[src/rtl/receiver_pkg.sv]
// Shared definitions for the receiver group arbiter: FSM state
// encoding, default parameter values and the group index width helper.
package receiver_pkg;

    localparam int N_GROUPS_DEF = 2;
    localparam int FRAME_W_DEF  = 272;
    localparam int TS_W_DEF     = 24;
    localparam int SEQ_W        = 16;

    localparam logic [1:0] ST_IDLE     = 2'd0;
    localparam logic [1:0] ST_PRESENT  = 2'd1;
    localparam logic [1:0] ST_RELEASE  = 2'd2;
    localparam logic [1:0] ST_WAIT_CLR = 2'd3;

    // Group index width; a single group still needs one bit.
    function automatic int id_w(input int n);
        return (n > 1) ? $clog2(n) : 1;
    endfunction

endpackage

[src/rtl/rr_arbiter.sv]
// Combinational round-robin selector over the per-group request vector.
// Ports: req (requests), last_grant (previous winner), grant (winner
// index), any_grant (at least one request present).
module rr_arbiter #(
    parameter int N    = 2,
    parameter int ID_W = 1
) (
    input  logic [N-1:0]    req,
    input  logic [ID_W-1:0] last_grant,
    output logic [ID_W-1:0] grant,
    output logic            any_grant
);

    int idx;

    // Search starts one past the previous winner and wraps once around.
    always_comb begin
        grant     = '0;
        any_grant = 1'b0;
        idx       = 0;
        for (int i = 1; i <= N; i++) begin
            idx = int'(last_grant) + i;
            if (idx >= N) begin
                idx = idx - N;
            end
            for (int g = 0; g < N; g++) begin
                if (!any_grant && (g == idx) && req[g]) begin
                    any_grant = 1'b1;
                    grant     = ID_W'(g);
                end
            end
        end
    end

endmodule

[src/rtl/receiver_group_arbiter.sv]
// Arbitrates octo sensor groups onto one valid/ready frame stream, tagging
// each frame with group index, capture timestamp and sequence number.
// Ports: clk_96MHz, reset (async, active high), data_avl/sensor_iterations
// (per-group frame inputs), reset_parser (per-group consumed pulse),
// sys_ts (free-running timestamp), out_valid/out_ready handshake and
// out_group/out_ts/out_seq/out_frame payload.
module receiver_group_arbiter
    import receiver_pkg::*;
#(
    parameter int N_GROUPS = N_GROUPS_DEF,
    parameter int FRAME_W  = FRAME_W_DEF,
    parameter int TS_W     = TS_W_DEF,
    parameter int ID_W     = id_w(N_GROUPS)
) (
    input  logic                        clk_96MHz,
    input  logic                        reset,
    input  logic [N_GROUPS-1:0]         data_avl,
    input  logic [N_GROUPS*FRAME_W-1:0] sensor_iterations,
    output logic [N_GROUPS-1:0]         reset_parser,
    output logic [TS_W-1:0]             sys_ts,
    output logic                        out_valid,
    input  logic                        out_ready,
    output logic [ID_W-1:0]             out_group,
    output logic [TS_W-1:0]             out_ts,
    output logic [SEQ_W-1:0]            out_seq,
    output logic [FRAME_W-1:0]          out_frame
);

    logic [1:0]         state_q;
    logic [ID_W-1:0]    last_grant_q;
    logic [ID_W-1:0]    grant;
    logic               any_grant;
    logic [FRAME_W-1:0] sel_frame;
    logic               cur_avl;

    rr_arbiter #(
        .N    (N_GROUPS),
        .ID_W (ID_W)
    ) u_rr (
        .req        (data_avl),
        .last_grant (last_grant_q),
        .grant      (grant),
        .any_grant  (any_grant)
    );

    // Mux the winning group's frame with constant slices only.
    always_comb begin
        sel_frame = '0;
        for (int g = 0; g < N_GROUPS; g++) begin
            if (grant == ID_W'(g)) begin
                sel_frame = sensor_iterations[g*FRAME_W +: FRAME_W];
            end
        end
    end

    // Frame-ready level of the group currently being served.
    always_comb begin
        cur_avl = 1'b0;
        for (int g = 0; g < N_GROUPS; g++) begin
            if (out_group == ID_W'(g)) begin
                cur_avl = data_avl[g];
            end
        end
    end

    always_ff @(posedge clk_96MHz or posedge reset) begin
        if (reset) begin
            sys_ts <= '0;
        end else begin
            sys_ts <= sys_ts + 1'b1;
        end
    end

    always_ff @(posedge clk_96MHz or posedge reset) begin
        if (reset) begin
            state_q      <= ST_IDLE;
            last_grant_q <= ID_W'(N_GROUPS - 1);
            out_valid    <= 1'b0;
            out_group    <= '0;
            out_ts       <= '0;
            out_seq      <= '0;
            out_frame    <= '0;
            reset_parser <= '0;
        end else begin
            reset_parser <= '0;
            case (state_q)
                ST_IDLE: begin
                    if (any_grant) begin
                        out_frame    <= sel_frame;
                        out_group    <= grant;
                        out_ts       <= sys_ts;
                        last_grant_q <= grant;
                        out_valid    <= 1'b1;
                        state_q      <= ST_PRESENT;
                    end
                end
                ST_PRESENT: begin
                    if (out_ready) begin
                        out_valid <= 1'b0;
                        out_seq   <= out_seq + 16'd1;
                        for (int g = 0; g < N_GROUPS; g++) begin
                            if (out_group == ID_W'(g)) begin
                                reset_parser[g] <= 1'b1;
                            end
                        end
                        state_q <= ST_RELEASE;
                    end
                end
                ST_RELEASE: begin
                    state_q <= ST_WAIT_CLR;
                end
                ST_WAIT_CLR: begin
                    // The parser drops data_avl a little after the pulse;
                    // never recapture the same frame while it is still up.
                    if (!cur_avl) begin
                        state_q <= ST_IDLE;
                    end
                end
                default: begin
                    state_q <= ST_IDLE;
                end
            endcase
        end
    end

endmodule

[config.mk]
export PLATFORM = sky130hd
export DESIGN_NAME = receiver_group_arbiter
export DESIGN_NICKNAME = d
export VERILOG_FILES = /design/src/rtl/receiver_pkg.sv /design/src/rtl/rr_arbiter.sv /design/src/rtl/receiver_group_arbiter.sv
export SDC_FILE = /design/constraint.sdc
export NUM_CORES = 1
export LEC_CHECK = 0
export ABC_AREA = 0
export ABC_CLOCK_PERIOD_IN_PS = 28800
export BUFFER_PORTS_ARGS = -buffer_cell sky130_fd_sc_hd__buf_4
export CAP_MARGIN = 0
export CORE_AREA = 2 2 342 344
export CTS_BUF_LIST = sky130_fd_sc_hd__clkbuf_4
export DETAILED_ROUTE_END_ITERATION = 12
export DIE_AREA = 0 0 344 346
export GPL_ROUTABILITY_DRIVEN = 0
export GPL_TIMING_DRIVEN = 0
export PLACE_DENSITY = 0.35
export SYNTH_ARGS = -nofsm -noshare
export SYNTH_HDL_FRONTEND = slang
export SYNTH_SLANG_ARGS = --single-unit
[constraint.sdc]
create_clock -name clk_96MHz -period 28.8 [get_ports clk_96MHz]
set_input_delay 5.76 -clock clk_96MHz [delete_from_list [all_inputs] [get_ports clk_96MHz]]
set_output_delay 5.76 -clock clk_96MHz [all_outputs]
set_load 0.02 [all_outputs]
==> results of run 1 <==
==> path summary, 6_finish.rpt <==
check                             start             end  slack, ns  cells after the start
min in group asynchronous         reset  out_frame[197]       5.02                      2
max in group asynchronous         reset      out_seq[5]      22.46                      3
min                        out_frame[1]    out_frame[1]       0.48                      2
max                         data_avl[0]   out_frame[55]      21.14                      6
max reg2reg                  state_q[0]   out_frame[53]      25.55                      8
min reg2reg                out_frame[1]    out_frame[1]       0.48                      2
==> logic make-up (layout without fill, tap and decap cells) <==
logic type | after synthesis | after routing | synth area share [%]
AO/OA/AOI/OAI | 285 | 285 | 9.440
AND/OR/NAND/NOR | 337 | 337 | 9.136
buffers and inverters | 103 | 1162 | 2.991
multiplexers | 296 | 296 | 19.60
XOR/XNOR | 37 | 37 | 2.122
flip-flops | 343 | 343 | 56.22
other | 0 | 14 | 0
adder cells (fa/ha/maj) | 6 | 6 | 0.4916
==> metal layers <==
layer | part of all wire [%] | track usage, % | vias to the layer above
li1 | - | - | 6938
met1 | 39 | 16.43 | 7261
met2 | 49 | 24.58 | 653
met3 | 10 | 6.412 | 146
met4 | 2.2 | 4.729 | 22
met5 | 0.16 | 0 | -
==> critical path, cell delays in order <==
cell	delay (ns)
buf_4	0.14
a21boi_1	0.84
buf_2	0.53
buf_2	0.66
mux2i_1	0.29
o21ai_1	0.08
==> power by group through the flow <==
stage	Clock [mW]	Sequential, mW	Combinational, mW
2_1_floorplan	0	1.03	0.354
3_3_place_gp	0	0.810	1.20
3_5_place_dp	0	0.815	1.21
4_1_cts	0.506	0.810	1.21
5_1_grt	0.528	0.832	1.28
6_report	0.476	0.809	1.18
==> cell usage in the layout, fill, tap and decap left out, types with 2 or more instances in the layout <==
cell type / synthesis / final
and4_1: 2 / 2
nor3_1: 5 / 5
and3_1: 3 / 3
buf_4: 0 / 888
nand3_1: 13 / 13
clkbuf_1: 36 / 36
mux2i_1: 272 / 272
clkbuf_4: 0 / 142
xor2_1: 11 / 11
bufinv_16: 0 / 2
a21oi_1: 2 / 2
xnor2_1: 26 / 26
dfrtp_1: 342 / 342
ha_1: 6 / 6
buf_16: 0 / 2
nand4_1: 10 / 10
nand2_1: 289 / 289
nor2_1: 8 / 8
inv_6: 0 / 3
mux2_2: 24 / 24
diode_2: 0 / 14
o21ai_1: 69 / 68
clkinv_1: 0 / 19
inv_1: 10 / 9
buf_2: 56 / 56
o21ai_0: 209 / 209
==> area by class of cell <==
| type | count | area, um2 | area share [%] |
|---|---|---|---|
| multi-input cells | 961 | 6232 | 24.74 |
| well taps | 1524 | 1907 | 7.569 |
| inverters | 10 | 45.04 | 0.1788 |
| repair buffers | 891 | 6736 | 26.74 |
| flip-flops and latches | 343 | 8584 | 34.07 |
| diodes | 14 | 35.03 | 0.1391 |
| clock inverters | 26 | 168.9 | 0.6704 |
| clock buffers | 142 | 1066 | 4.231 |
| plain buffers | 93 | 419.2 | 1.664 |
==> metrics by stage <==
stage,power (mW),util (%)
after floorplan,1.379,-
after global placement,2.009,20.66
after detailed placement,2.023,20.73
after CTS,2.525,21.80
after global routing,2.639,21.82
final,2.463,21.83
==> flip-flops by register name, indices dropped and copies added, names as in the netlist <==
register	cells
out_valid	1
reset_parser	2
out_ts	24
out_group	1
out_seq	16
last_grant_q	1
sys_ts	24
out_frame	272
state_q	2
==> metrics.md, run 1 <==
| Metric | Value |
|---|---|
| Status | `finished, final reports clean` |
| Initial antenna violation count | `29` |
| Min Hold Slack | `between 0.4 and 0.5 ns` |
| Syn-to-layout area delta | `65.00%` |
| Register area share after synthesis | `56.22%` |
| Clock Latency Late Sink | `between 0.9 and 1 ns` |
| Vias | `approximately 15000` |
| Dpl ws | `around 20 ns` |
| Fillcell total | `12831` |
| Vias in the first global route | `about 16000` |
| #FFs+latches synth | `343` |
| Design Area, Final | `~0.025 mm2` |
| CP required | `29.51 ns` |
| WP data arrival | `8.36 ns` |
| Yosys cell types | `33` |
| Warnings, synthesis | `0` |
| FMAX | `between 0.1 and 0.15 GHz` |
| Most common library cells after synthesis | `342 x dfrtp_1, 289 x nand2_1, 272 x mux2i_1` |
| Initial DRC Count | `645` |
| Total Routing Usage GR | `between 10 and 15%` |
| Final worst setup slack | `roughly 21 ns` |
| Setup_tns | `0 ns` |
| DIE HEIGHT | `~350 um` |
| DIE AREA | `between 0.1 and 0.15 mm2` |
| Worst rel slew slack | `roughly 15%` |
| CP Max Fanout | `10` |
| Vias per cell | `roughly 3.8` |
| Max VDD drop | `around 0.000040 V` |
| Max Root-Sink Buffers | `3` |
| CORE AREA | `between 0.1 and 0.15 mm2` |
| CP Capture Type | `register` |
| Top-count cell post-synth | `dfrtp_1` |
| Least-Margin Pin Slew | `between 1 and 1.5 ns` |
| Cts hold-fix bufs | `0` |
| Critical Path Start Type | `input port` |
| Largest net degree at the start of global routing | `121` |
| Final setup fails | `0` |
| Clock share of power | `19.3%` |
| NetSw | `about 1.1 mW` |
| Die Width | `344 um` |
| PortBufs | `888` |
| Area of the mapped netlist | `between 0.015 and 0.02 mm2` |
| Htree depth | `3` |
| Fin crit period | `7.657 ns` |
| Mean Syn Cell Area | `around 11 um2` |
| Non-filler cells, final | `roughly 4000` |
| Setup CP Type | `input port to register` |
| Layout cells sized above 1 | `between 40 and 50%` |
| Global-route wire length before repair | `about 120 mm` |
| DR WL/cell | `roughly 23 um` |
| CTS Root Buffer Type | `clkbuf_4` |
| Final period util | `between 20% and 30%` |
| Primary FF master, synth | `dfrtp_1` |
| Post-synth top area share | `a little under three fifths` |
| Logic gate share of total power | `a little under half` |
| Hold Fails Final Rpt | `0` |
| Max Cap Viol | `0` |
| Num CTS Buffers | `about 110` |
| Starting Density | `about an eighth` |
| Number of instances in the placed design | `around 3800` |
| Routed Antenna Nets | `0` |
| Max Slew Vio Count | `0` |
| Post-synth ARST share | `100.0%` |
| Static Leak | `about 12 nW` |
| Sequential share of power | `32.8%` |
| CTS tree | `built` |
| RSZ-0062 raised after global routing | `no` |
| Yosys top cell by area | `dfrtp_1` |
| Remaining DRCs | `0` |
| I/O pins | `roughly 900` |
| Post-DP Area | `0.02392 mm2` |
| Hpwl dp | `~75 mm` |
| Fin Clk Skew | `roughly 0.046 ns` |
| Clk slew on worst S/H paths | `0.06 ns` |
| Post-synth EDFFs | `0` |
| Rows | `125` |
| Worst hold path class | `register to register` |
| Final #Nets | `2961` |
| Largest cells by area after synthesis | `dfrtp_1 56%, mux2i_1 18%, nand2_1 7.1%` |
| Syn Inst Count | `about 1400` |
| Post-cts resize count | `0` |
| Sw Ratio | `between 40% and 50%` |
| Internal Dissipation | `about 1.4 mW` |
| Clock sink count | `roughly 340` |
| Total wire length | `~90 mm` |
| 1st-pass router iterations | `5` |
| Global route overflow | `0` |
| Post-CTS setup buffer count | `0` |
| PD cells | `about 98 mW/mm2` |
| Syn nets | `around 2000` |
(Power assumes the default switching activity.)
==> inputs of run 2 (changes only) <==
Settings changed: ABC_AREA 0 to 1, ABC_CLOCK_PERIOD_IN_PS 28800 to 6950, CORE_AREA 2 2 342 344 to 2 2 343 345, DIE_AREA 0 0 344 346 to 0 0 345 347, PLACE_DENSITY 0.35 to 0.36.
Clock period 28.8 ns to 6.95 ns, I/O delays scaled along.
==> run 2 against run 1 <==
Against the previous run:
- final area grew 1.3%
- clock power grew to 4.4 times the previous value
- utilization is 0.21 points higher
- routed wire length is 9.3% higher
- clock skew rose by 0.011 ns
- combinational power grew to 4.6 times the previous value
- first-iteration DRC count grew 30%
- via count up 16%
- critical endpoint is now sys_ts[11]
- largest power group unchanged
==> metrics.md, run 2 <==
| Metric | Value |
|---|---|
| Worst hold path class | `register to register (unchanged)` |
| RSZ-0062 raised after global routing | `no (unchanged)` |
| Worst r2r src | `last_grant_q (was state_q[0])` |
| Least-Margin Pin Slew | `1.074 ns (was 1.282 ns)` |
| Layout cells sized above 1 | `39.07% (was 45.78%)` |
| Crit path max-delay family | `flip-flops (was buffers and inverters)` |
| Syn-to-layout area delta | `66.46% (was 65.00%)` |
| Initial antenna violation count | `22 (was 29)` |
| Largest register FFs | `272 (unchanged)` |
| Rows | `125 (unchanged)` |
| Fin crit period | `roughly 3 ns` |
| Sw Ratio | `45.56% (was 44.15%)` |
| CP max stage delay | `0.53 ns (was 0.84 ns)` |
| Num CTS Buffers | `109 (was 106)` |
| Min Hold Slack | `0.4668 ns (was 0.4784 ns)` |
| Crit-path cells | `buf_4 (was buf_4 > a21boi_1 > buf_2 > buf_2 > mux2i_1 > o21ai_1)` |
| Status | `finished, final reports clean (unchanged)` |
| Largest cells by area after synthesis | `dfrtp_1 56%, nand2_1 16%, a31oi_1 11% (was dfrtp_1 56%, mux2i_1 18%, nand2_1 7.1%)` |
| #FFs+latches synth | `343 (unchanged)` |
| Hpwl dp | `79.86 mm (was 75.24 mm)` |
| Critical path origin | `sys_ts[11] (was data_avl[0])` |
| Max stage delay cell, worst path | `dfrtp_1 (was a21boi_1)` |
| Hold path startpoint | `last_grant_q (was out_frame[1])` |
| Die Width | `345 um (was 344 um)` |
| DIE AREA | `0.1197 mm2 (was 0.1190 mm2)` |
| WHS Path Cells | `2 (unchanged)` |
| Mean Syn Cell Area | `8.270 um2 (was 10.85 um2)` |
| Max Slew Vio Count | `0 (unchanged)` |
| Post-CTS setup buffer count | `0 (unchanged)` |
| Remaining DRCs | `0 (unchanged)` |
| Final setup fails | `0 (unchanged)` |
| Setup CP Type | `register to output port (was input port to register)` |
| Primary FF master, synth | `dfrtp_1 (unchanged)` |
| CTS Root Buffer Type | `clkbuf_4 (unchanged)` |
| Hold Fails Final Rpt | `0 (unchanged)` |
| Htree depth | `3 (unchanged)` |
| Fin Clk Skew | `0.05641 ns (was 0.04577 ns)` |
| Clk slew on worst S/H paths | `0.06 ns (about the same)` |
| Top-count cell post-synth | `nand2_1 (was dfrtp_1)` |
| CORE AREA | `0.1157 mm2 (was 0.1154 mm2)` |
| Yosys cell types | `23 (was 33)` |
| Met2 Use GR | `26.33% (was 24.58%)` |
| CP Capture Type | `output port (was register)` |
| Sequential share of power | `31.4% (was 32.8%)` |
| Hold Path Sink | `last_grant_q (was out_frame[1])` |
| PortBufs | `888 (unchanged)` |
| Post-synth EDFFs | `0 (unchanged)` |
| Global route overflow | `0 (unchanged)` |
| Vias per cell | `3.885 (was 3.751)` |
| Max Root-Sink Buffers | `3 (unchanged)` |
| Max Cap Viol | `0 (unchanged)` |
| DR WL/cell | `22.02 um (was 22.53 um)` |
| Global routing usage on met3 | `6.365% (was 6.412%)` |
| Reg2Reg Capture Point | `out_frame[64] (was out_frame[53])` |
| Starting Density | `13.24% (was 13.23%)` |
| Final #Nets | `3417 (was 2961)` |
| Post-DP Area | `0.02411 mm2 (was 0.02392 mm2)` |
| Clock share of power | `19.2% (was 19.3%)` |
| CP required | `5.56 ns (was 29.51 ns)` |
| WP data arrival | `1.68 ns (was 8.36 ns)` |
| Static Leak | `12.20 nW (was 12.46 nW)` |
| Most common cell after layout, fill and taps aside | `buf_4 (unchanged)` |
| Reg2Reg Setup Slack | `4.30 ns (was 25.55 ns)` |
| Top reg by flops | `out_frame (unchanged)` |
| Post-synth ARST share | `100.0% (unchanged)` |
| Clock sink count | `343 (unchanged)` |
| Most common library cells after synthesis | `669 x nand2_1, 342 x dfrtp_1, 312 x nor2_1 (was 342 x dfrtp_1, 289 x nand2_1, 272 x mux2i_1)` |
| Power consumption | `11.00 mW (was 2.463 mW)` |
| FF-to-FF path depth | `6 (was 8)` |
| PD cells | `431.2 mW/mm2 (was 97.76 mW/mm2)` |
| DIE HEIGHT | `347 um (was 346 um)` |
| CTS tree | `built (unchanged)` |
| Worst rel slew slack | `28.40% (was 14.55%)` |
| Dpl ws | `3.003 ns (was 19.76 ns)` |
| Syn Inst Count | `1853 (was 1407)` |
| Vias | `17380 (was 15020)` |
| Largest net degree at the start of global routing | `38 (was 121)` |
| I/O pins | `889 (unchanged)` |
| Top Usage Layer GRT | `met2 (unchanged)` |
| Register area share after synthesis | `56.02% (was 56.22%)` |
| 1st-pass router iterations | `5 (unchanged)` |
| Routed Antenna Nets | `0 (unchanged)` |
| Global-route wire length before repair | `136.9 mm (was 122.4 mm)` |
| Initial DRC Count | `837 (was 645)` |
| Internal Dissipation | `5.989 mW (was 1.376 mW)` |
| Max VDD drop | `0.0001391 V (was 0.00004010 V)` |
| Yosys top cell by area | `dfrtp_1 (unchanged)` |
| FMAX | `about 0.33 GHz` |
| Most frequent cells in the layout | `903 x buf_4, 669 x nand2_1, 342 x dfrtp_1 (was 888 x buf_4, 342 x dfrtp_1, 289 x nand2_1)` |
| WP buf/inv | `1 (was 3)` |
| Total Routing Usage GR | `15.98% (was 14.61%)` |
| Syn nets | `2408 (was 1962)` |
| Met1 GRT Util | `18.81% (was 16.43%)` |
| NetSw | `5.012 mW (was 1.087 mW)` |
| Area of the mapped netlist | `0.01532 mm2 (was 0.01527 mm2)` |
| Warnings, synthesis | `0 (unchanged)` |
| Final worst setup slack | `3.885 ns (was 21.14 ns)` |
| Final period util | `around 44%` |
| CP Max Fanout | `5 (was 10)` |
| Cts hold-fix bufs | `0 (unchanged)` |
| Design Area, Final | `0.02551 mm2 (was 0.02519 mm2)` |
| Vias in the first global route | `18071 (was 16160)` |
| Post-synth top area share | `55.85% (was 56.05%)` |
| Logic gate share of total power | `49.4% (was 47.8%)` |
| Clock Latency Late Sink | `0.92 ns (was 0.91 ns)` |
| Regs by FF count | `out_frame: 272 flops, out_ts: 24 flops, sys_ts: 24 flops (unchanged)` |
| Critical Path Start Type | `register (was input port)` |
| Setup_tns | `0 ns (unchanged)` |
| Total wire length | `98.54 mm (was 90.19 mm)` |
| Post-cts resize count | `0 (unchanged)` |
## run 2: cell families (layout without fill, tap and decap cells)
family | count (synthesis) | after routing | synth area share (%)
and+or+nand+nor | 1012 | 1012 | 25.09
DFF | 343 | 343 | 56.02
AOI/OAI and AO/OA | 299 | 299 | 12.04
buffers and inverters | 167 | 1252 | 4.874
xor gates and xnor gates | 26 | 26 | 1.486
adders and majority gates | 6 | 6 | 0.4899
other | 0 | 12 | 0
## run 2: area by class of cell
| type | count | area, um2 |
|---|---|---|
| clock buffer | 169 | 1269 |
| inverter | 42 | 161.4 |
| buffer | 125 | 589.3 |
| timing repair buffer | 898 | 6874 |
| sequential | 343 | 8584 |
| multi-input combinational | 1343 | 5993 |
| fill | 13207 | 90230 |
| antenna | 12 | 30.03 |
| tap | 1524 | 1907 |
| clock inverter | 18 | 101.3 |
## run 2: power by group through the flow
stage / Combinational [mW] / Clock, mW / Sequential (mW)
after floorplan: 1.73 / 0 / 4.34
after global placement: 5.56 / 0 / 3.48
after detailed placement: 5.56 / 0 / 3.49
after CTS: 5.56 / 2.25 / 3.46
after global routing: 5.88 / 2.34 / 3.56
final: 5.43 / 2.11 / 3.46
## run 2: routing by layer
layer | share of wire, % | vias up
li1 | - | 8187
met1 | 41 | 8355
met2 | 47 | 670
met3 | 8.9 | 156
met4 | 2.9 | 12
met5 | 0.079 | -
## run 2: worst max path at each step
stage	endpoint	slack [ns]	cells after the start
6_report	sys_ts[11]	3.88	1
2_1_floorplan	out_frame[0]	0.97	1
5_1_grt	sys_ts[11]	3.68	1
3_3_place_gp	out_frame[20]	-2.31	2
3_5_place_dp	out_frame[57]	3.00	8
4_1_cts	sys_ts[11]	3.67	1
## run 2: per-stage QoR
stage	cells	utilization, %
after floorplan	1853	-
after global placement	4265	20.65
after detailed placement	4275	20.83
after CTS	4462	22.02
after global routing	4469	22.03
final	4474	22.04
